===== src/rtl/uwu_pkg.sv =====
// Shared types for the UART TX arbiter: FSM states, requester id, default timeout.
// Pure declarations; no latency or backpressure behaviour of its own.
package uwu_pkg;

   localparam int TIMEOUT_DEFAULT = 5210;

   typedef enum logic [1:0] {
      IDLE  = 2'd0,
      LOCK0 = 2'd1,
      LOCK1 = 2'd2
   } arb_state_t;

   typedef logic req_id_t;

   function automatic req_id_t other_id(input req_id_t id);
      return ~id;
   endfunction

endpackage


===== src/rtl/uwu_tx_arbiter_if.sv =====
// Two requester byte channels plus the single TX byte channel; master = requester/sink side,
// slave = arbiter side. Valid/ready on every channel, byte moves when both are high.
interface uwu_tx_arbiter_if;

   logic       req0_valid;
   logic [7:0] req0_data;
   logic       req0_last;
   logic       req0_ready;
   logic       req1_valid;
   logic [7:0] req1_data;
   logic       req1_last;
   logic       req1_ready;
   logic       tx_valid;
   logic [7:0] tx_data;
   logic       tx_ready;

   modport master (
      output req0_valid, req0_data, req0_last, req1_valid, req1_data, req1_last, tx_ready,
      input  req0_ready, req1_ready, tx_valid, tx_data
   );

   modport slave (
      input  req0_valid, req0_data, req0_last, req1_valid, req1_data, req1_last, tx_ready,
      output req0_ready, req1_ready, tx_valid, tx_data
   );

endinterface


===== src/rtl/uwu_byte_reg.sv =====
// One-entry valid/ready byte register; 1-cycle latency, full throughput.
// Accepts a new byte whenever empty or draining this cycle; holds data stable while out_rdy=0.
module uwu_byte_reg (
   input  logic       clk,
   input  logic       rst_n,
   input  logic       in_vld,
   input  logic [7:0] in_dat,
   output logic       in_rdy,
   output logic       out_vld,
   output logic [7:0] out_dat,
   input  logic       out_rdy
);

   assign in_rdy = !out_vld || out_rdy;

   always_ff @(posedge clk or negedge rst_n) begin
      if (!rst_n) begin
         out_vld <= 1'b0;
         out_dat <= 8'h00;
      end else if (in_vld && in_rdy) begin
         out_vld <= 1'b1;
         out_dat <= in_dat;
      end else if (out_rdy) begin
         out_vld <= 1'b0;
      end
   end

endmodule


===== src/rtl/uwu_tx_arbiter.sv =====
// Packet-atomic round-robin arbiter of two byte requesters onto one UART TX; 1 cycle to grant,
// then 1-cycle byte latency. Grantee's ready follows TX output space; idle lock revoked after timeout.
module uwu_tx_arbiter
   import uwu_pkg::*;
#(
   parameter int TIMEOUT_CYCLES = TIMEOUT_DEFAULT
) (
   input  logic               clk,
   input  logic               rst_n,
   uwu_tx_arbiter_if.slave    bus,
   output logic               busy,
   output logic               active_id,
   output logic               err_timeout
);

   localparam int CNT_W = (TIMEOUT_CYCLES > 1) ? $clog2(TIMEOUT_CYCLES) : 1;
   localparam logic [CNT_W-1:0] CNT_LAST = CNT_W'(TIMEOUT_CYCLES - 1);

   arb_state_t       state, state_nxt;
   req_id_t          rr, rr_nxt;
   req_id_t          cur_id;
   logic [CNT_W-1:0] cnt, cnt_nxt;
   logic             err_nxt;
   logic             out_free;
   logic             sel_vld;
   logic             sel_last;
   logic [7:0]       sel_dat;
   logic             hs;

   assign cur_id   = (state == LOCK1);
   assign sel_vld  = ((state == LOCK0) && bus.req0_valid) || ((state == LOCK1) && bus.req1_valid);
   assign sel_dat  = cur_id ? bus.req1_data : bus.req0_data;
   assign sel_last = cur_id ? bus.req1_last : bus.req0_last;
   assign hs       = sel_vld && out_free;

   assign bus.req0_ready = (state == LOCK0) && out_free;
   assign bus.req1_ready = (state == LOCK1) && out_free;

   assign busy      = (state != IDLE) || bus.tx_valid;
   assign active_id = cur_id;

   uwu_byte_reg u_out (
      .clk     (clk),
      .rst_n   (rst_n),
      .in_vld  (sel_vld),
      .in_dat  (sel_dat),
      .in_rdy  (out_free),
      .out_vld (bus.tx_valid),
      .out_dat (bus.tx_data),
      .out_rdy (bus.tx_ready)
   );

   always_ff @(posedge clk or negedge rst_n) begin
      if (!rst_n) begin
         state       <= IDLE;
         rr          <= 1'b0;
         cnt         <= '0;
         err_timeout <= 1'b0;
      end else begin
         state       <= state_nxt;
         rr          <= rr_nxt;
         cnt         <= cnt_nxt;
         err_timeout <= err_nxt;
      end
   end

   always_comb begin
      state_nxt = state;
      rr_nxt    = rr;
      cnt_nxt   = cnt;
      err_nxt   = 1'b0;
      case (state)
         IDLE: begin
            cnt_nxt = '0;
            if (bus.req0_valid && bus.req1_valid) state_nxt = rr ? LOCK1 : LOCK0;
            else if (bus.req0_valid)              state_nxt = LOCK0;
            else if (bus.req1_valid)              state_nxt = LOCK1;
         end
         LOCK0, LOCK1: begin
            if (hs) begin
               cnt_nxt = '0;
               if (sel_last) begin
                  state_nxt = IDLE;
                  rr_nxt    = other_id(cur_id);
               end
            end else if (!sel_vld) begin
               // Only an absent requester ages the lock; TX backpressure never does.
               if (cnt == CNT_LAST) begin
                  state_nxt = IDLE;
                  rr_nxt    = other_id(cur_id);
                  err_nxt   = 1'b1;
                  cnt_nxt   = '0;
               end else begin
                  cnt_nxt = cnt + CNT_W'(1);
               end
            end
         end
         default: state_nxt = IDLE;
      endcase
   end

endmodule


===== src/flat_wrapper.sv =====
// flat-port wrapper written by rule: the top's interface ports become plain ports
module uwu_tx_arbiter_flat import uwu_pkg::*;
#(
   parameter int TIMEOUT_CYCLES = TIMEOUT_DEFAULT
)
  (clk, rst_n, busy, active_id, err_timeout, bus_req0_valid, bus_req0_data, bus_req0_last, bus_req1_valid, bus_req1_data, bus_req1_last, bus_tx_ready, bus_req0_ready, bus_req1_ready, bus_tx_valid, bus_tx_data);
  uwu_tx_arbiter_if bus_i ();
  input  logic clk;
  input  logic rst_n;
  output logic busy;
  output logic active_id;
  output logic err_timeout;
  input wire logic [$bits(bus_i.req0_valid)-1:0] bus_req0_valid;
  input wire logic [$bits(bus_i.req0_data)-1:0] bus_req0_data;
  input wire logic [$bits(bus_i.req0_last)-1:0] bus_req0_last;
  input wire logic [$bits(bus_i.req1_valid)-1:0] bus_req1_valid;
  input wire logic [$bits(bus_i.req1_data)-1:0] bus_req1_data;
  input wire logic [$bits(bus_i.req1_last)-1:0] bus_req1_last;
  input wire logic [$bits(bus_i.tx_ready)-1:0] bus_tx_ready;
  output wire logic [$bits(bus_i.req0_ready)-1:0] bus_req0_ready;
  output wire logic [$bits(bus_i.req1_ready)-1:0] bus_req1_ready;
  output wire logic [$bits(bus_i.tx_valid)-1:0] bus_tx_valid;
  output wire logic [$bits(bus_i.tx_data)-1:0] bus_tx_data;
  assign bus_i.req0_valid = bus_req0_valid;
  assign bus_i.req0_data = bus_req0_data;
  assign bus_i.req0_last = bus_req0_last;
  assign bus_i.req1_valid = bus_req1_valid;
  assign bus_i.req1_data = bus_req1_data;
  assign bus_i.req1_last = bus_req1_last;
  assign bus_i.tx_ready = bus_tx_ready;
  assign bus_req0_ready = bus_i.req0_ready;
  assign bus_req1_ready = bus_i.req1_ready;
  assign bus_tx_valid = bus_i.tx_valid;
  assign bus_tx_data = bus_i.tx_data;
  uwu_tx_arbiter #(.TIMEOUT_CYCLES(TIMEOUT_CYCLES)) u_core (.clk(clk), .rst_n(rst_n), .bus(bus_i), .busy(busy), .active_id(active_id), .err_timeout(err_timeout));
endmodule

===== config.mk =====
export PLATFORM = sky130hd
export DESIGN_NAME = uwu_tx_arbiter_flat
export DESIGN_NICKNAME = d
export VERILOG_FILES = /design/src/rtl/uwu_pkg.sv /design/src/rtl/uwu_tx_arbiter_if.sv /design/src/rtl/uwu_byte_reg.sv /design/src/rtl/uwu_tx_arbiter.sv /design/src/flat_wrapper.sv
export SDC_FILE = /design/constraint.sdc
export NUM_CORES = 1
export LEC_CHECK = 0
export CAP_MARGIN = 10
export CORE_ASPECT_RATIO = 0.8
export CORE_UTILIZATION = 27
export DETAILED_ROUTE_END_ITERATION = 7
export HOLD_SLACK_MARGIN = 0.12
export PLACE_DENSITY = 0.5
export SLEW_MARGIN = 20
export SYNTH_ARGS = -nofsm -noshare
export SYNTH_HDL_FRONTEND = slang
export SYNTH_SLANG_ARGS = --single-unit

===== constraint.sdc =====
create_clock -name clk -period 2.01 [get_ports clk]
set_clock_uncertainty 0.05 [all_clocks]
set_input_delay 0.402 -clock clk [delete_from_list [all_inputs] [get_ports clk]]
set_output_delay 0.402 -clock clk [all_outputs]
set_load 0.05 [all_outputs]

# [Yosys cells after proc, flatten, opt, wreduce, memory -nomap -nowiden]
# Index checks and enable logic that the tools add are counted.
# Widths: inputs -> output; s select.
[word_totals] ff_bits=26 wordCells=61
[op_classes] n_eq_ne=9 n_reduce_logical=19 bitwise_logic=1 mux=25 addsub=1
[ops] operator="$mux 13" n=3
[ops] operator="$pmux 13 s2" n=1
[ops] operator="$mux 2" n=8
[ops] operator="$add 13x1->13 const B" n=1
[ops] operator="$eq 13x13->1 const B" n=1
[ops] operator="$mux 1" n=11
[ops] operator="$mux 8" n=1
[ops] operator="$reduce_and 4->1" n=2
[ops] operator="$reduce_bool 2->1" n=4
[ops] operator="$logic_and 1x1->1" n=6
[ops] operator="$ne 4x3->1 const B" n=1
[ops] operator="$pmux 2 s2" n=1
[ops] operator="$logic_or 1x1->1" n=3
[ops] operator="$ne 3x1->1 const B" n=1
[ops] operator="$ne 3x2->1 const B" n=1
[ops] operator="$ne 3x3->1 const B" n=1
[ops] operator="$eq 2x1->1 const B" n=1
[ops] operator="$eq 2x2->1 const B" n=1
[ops] operator="$logic_not 2->1" n=1
[ops] operator="$ne 2x1->1 const B" n=1
[ops] operator="$ne 2x2->1 const B" n=1
[ops] operator="$reduce_and 2->1" n=1
[ops] operator="$reduce_or 2->1" n=1
[ops] operator="$logic_not 1->1" n=1
[ops] operator="$not 1->1" n=1

# [Depth between registers and ports, before layout]
[depth] ltp_word=6 depth_mapped=7 mapped_depth_nobuf=6

# [Modules after synthesis]
# From an unflattened synthesis, not the netlist that was laid out.
[unflattened] hier_cells=156 hier_area_um2=1637.8
[modules_own_cells] mod="uwu_tx_arbiter" seq_area_each_um2=425.4 cells_per_inst=136 instances=1 area_per_inst_um2=1252.5
[modules_own_cells] mod="uwu_byte_reg" seq_area_each_um2=225.2 cells_per_inst=20 instances=1 area_per_inst_um2=385.4

# [Worst setup path after synthesis]
# No wires, ideal clock.
[synth_timing] path_type="register -> output" start="register u_core.state[0]" end="output bus_req1_ready" path_stages_with_launch=5 required_ns=1.558 path_slack_ns=-0.269 arrival_time_ns=1.827 path_buffers=1 path_cell_list="dfrtp_1 -> inv_1 -> ha_1 -> buf_2 -> and2_1"
[synth_via] elab_chain_len=2
[synth_rtl] item="start: declaration" line_no="uwu_tx_arbiter.sv:19" source="arb_state_t state, state_nxt;"
[synth_rtl] item="start signal: assignment" line_no="uwu_tx_arbiter.sv:60" source="state <= state_nxt;"
[synth_rtl] item="$eq 2x2->1"
[synth_rtl] item="named net active_id" line_no="flat_wrapper.sv:11" source="output logic active_id;"
[synth_rtl] item="$logic_and 1x1->1" line_no="uwu_tx_arbiter.sv:37" source="assign bus.req1_ready = (state == LOCK1) && out_free;"
[synth_rtl] item="end: declaration" line_no="flat_wrapper.sv:21" source="output wire logic [$bits(bus_i.req1_ready)-1:0] bus_req1_ready;"
# The timed path passes the listed nets, and every way through them passes these cells.

# [Final worst setup path]
[layout_timing] start="register u_core.state[0]" end="output bus_req1_ready"
[layout_via] elab_chain_len=2
[layout_rtl] item="$eq 2x2->1" line_no="uwu_tx_arbiter.sv:37"
[layout_rtl] item="$logic_and 1x1->1" line_no="uwu_tx_arbiter.sv:37"
# Every way passes these cells.

==> results.txt <==
Run status: finished clean
Final Slew Violations: 0
Site row count: 24
Maximum count of clock buffers along a single path: 2
Cell leakage power: 0.895 nW
Worst setup slack after layout: 71.2 ps
Main combinational cell family by area after synthesis: simple AND/OR/NAND/NOR gates
Width of the die: 86.8 um
Complex-gate fraction of the synthesized area: 0.198
Count of yosys warnings during synthesis: 0
Fraction of layout instances using a drive strength above 1: 0.174
Vias in the first global route: 1418
Worst slew margin relative to its limit: 0.651
Number of input and output port buffers inserted: 36
Most frequent standard cell in the layout excluding fill and tap cells: clkdlybuf4s50_1
Class of the worst hold path: in2async
Total CTS buffers: 3
Register-to-Register Path Depth: 6
Adder and majority cell fraction of the synthesized area: 0.0484
Total GRT Usage: 0.150
Maximum number of pins on one net before global-route repair: 27
Total number of vias: 1421
Post-route fraction of the period consumed by the critical path: 0.965
Number of buffer and inverter stages on the critical path: 3
Sink count of the clock tree: 26
Origin of the critical flop-to-flop path: u_core.state[1]$_DFFE_PN0P_
Cell type of the slowest stage on the worst timing path: dfrtp_1
Antenna violations before repair: 0
Synth Register Bits: 26
Ports placed on the boundary: 37
Maximum capacitance violations: 0
Register area share after synthesis: 0.419
Clk Latency, worst-skew pair: 280 ps
Multiplexer share of the synthesized area: 0.0645
TritonCTS clock tree: built
Area leader, netlist: dfrtp_1
Fin crit period: 1940 ps
Fraction of synthesized cell area in xor and xnor cells: 0
Setup repair after global routing missed its margin: no
Critical path data required time: 1560 ps
Post-Syn Area per Cell: 9.88 um^2
R2r endpoint: u_core.state[0]$_DFFE_PN0P_
Synth Area in Simple Gates: 0.223
Biggest area contributors in the synthesized netlist: dfrtp_1 42%, a31oi_1 7.7%, mux2i_1 6.5%
Final-layout setup total negative slack: 0 ps
Antenna diode count: 0
Total DRC errors in the routed layout: 0
Crit path max-delay family: flip-flops
Number of non-filler instances in the completed layout: 279
Slew at the pin closest to its max-slew limit: 523 ps
Worst-case register-to-register setup slack: 130 ps
Type of the setup path with the least slack: reg2out
Area growth syn-to-layout: 40.6%
Die Y: 69.8 um
Iteration-0 DRC count of the detailed router: 45
Post-CTS setup-driven buffer insertion count: 0
Routability Congestion: 0.783
Core area: 0.00550 mm^2
HPWL after DPL: 3100 um
WL final: 4150 um
Final Hold Violating Endpoints: 0
Number of setup violations in the final report: 0
Root Buffer Master: clkbuf_8
Pre-CTS setup slack: -37.1 ps
Overflow left after global routing: 0
Routed wirelength normalized by instance count: 14.9 um
DIE AREA: 0.00606 mm^2
Power density over the cells: 1360 mW/mm^2
Main flop type after synthesis: dfrtp_1
Final hold slack: 437 ps
Post-route antenna net violation count: 0
Hold buffer count at CTS: 0
Element type at the critical path end: output pin
Worst path max stage delay: 430 ps
Fraction of post-synthesis cell area in the top cell type by area: 0.419
EDFF count, synth: 0
Effective utilization at floorplan: 0.282
Cell-by-cell listing of the critical path: inv_2 -> ha_4 -> buf_8 -> and2_2 -> buf_12
First-pass GRT wire length: 6940 um
Maximum fanout along the worst path: 11
Final #Nets: 232
Launching element type of the critical path: flop
Synth Instances: 157
Dpl cells: 276
Share of flip-flops with an asynchronous set or reset: 1.00
Share of the core filled with cells: 0.397
Arrival time reported for the critical path endpoint: 1490 ps
Achievable frequency: 516 MHz
First drt pass iteration count: 4
Cell Area, Synth: 0.00155 mm^2
# resized after CTS: 3
Peak supply drop: 0.000647 V
Clock slew at reported path FFs: 90 ps
Synth cell types: 40
Number of levels in the clock H-tree: 1
Post-Syn Nets: 186
Most frequent cells in the layout: 32 x clkdlybuf4s50_1, 25 x dfrtp_1, 19 x a31oi_1, 12 x buf_4
Mean number of vias per cell: 5.09
==> area by class of cell <==
cell class	count	area, um^2
Sequential cell	26	652
Multi-Input combinational cell	116	842
Tap cell	78	97.6
Clock buffer	3	41.3
Timing Repair Buffer	50	526
Inverter	6	22.5
Fill cell	555	3310
==> kinds of logic after synthesis <==
family,after synthesis
AND/OR/NAND/NOR,54
multiplexers,10
AO/OA/AOI/OAI,46
flip-flops,26
buffers and inverters,15
adder cells (fa/ha/maj),6
==> layer usage <==
metal  vias to the layer above  global-route usage  part of all wire
li1                        691                   -                 -
met1                       675               0.197              0.47
met2                        50               0.245              0.46
met3                         5              0.0405             0.061
met4                         0              0.0333            0.0080
met5                         -                   0                 0
==> cell usage after synthesis (3+ instances only) <==
cell	count
dfrtp_1	26
a31oi_1	19
mux2i_1	10
nor2_1	10
a21oi_1	9
nand3_1	7
ha_1	6
inv_1	6
nand2_1	6
nand3b_1	5
and3_1	4
buf_2	4
a41oi_1	3
and2_1	3
and4_1	3
clkbuf_1	3
o21ai_0	3
==> stage by stage <==
step | total power [mW] | cell area, um^2
2_1_floorplan | 1.92 | 1560
3_3_place_gp | 2.59 | 2120
3_5_place_dp | 2.63 | 2120
4_1_cts | 2.98 | 2180
5_1_grt | 3.14 | 2180
6_report | 2.97 | 2180
==> worst reg2reg max path: stages (launching register included) <==
cell	delay, ps
dfrtp_2	420
inv_1	70
ha_1	240
a22oi_2	250
nor3_1	100
or3_1	380
a32o_1	260
==> worst max-delay path by stage <==
| stage | from | endpoint | slack, ps | cells past startpoint |
|---|---|---|---|---|
| after CTS | u_core.state[0]$_DFFE_PN0P_ | bus_req1_ready | 10 | 5 |
| final | u_core.state[0]$_DFFE_PN0P_ | bus_req1_ready | 70 | 5 |
| after floorplan | u_core.state[0]$_DFFE_PN0P_ | bus_req1_ready | 50 | 4 |
| after global routing | u_core.state[0]$_DFFE_PN0P_ | bus_req1_ready | 6 | 5 |
| after detailed placement | bus_req0_valid | u_core.state[1]$_DFFE_PN0P_ | -40 | 5 |
| after global placement | bus_req1_valid | u_core.state[0]$_DFFE_PN0P_ | 30 | 5 |
==> flip-flops by register name, indices dropped and copies added, names as in the netlist <==
signal and cells:
u_core.cnt 13, u_core.u_out.out_vld 1, u_core.state 2, u_core.rr 1
u_core.u_out.out_dat 8, u_core.err_timeout 1
==> report_power, final <==
| part | total [mW] | internal [mW] | switching, mW |
|---|---|---|---|
| clock network | 0.305 | 0.135 | 0.170 |
| logic | 1.88 | 0.789 | 1.09 |
| registers | 0.783 | 0.668 | 0.115 |
(Power assumes the default switching activity.)
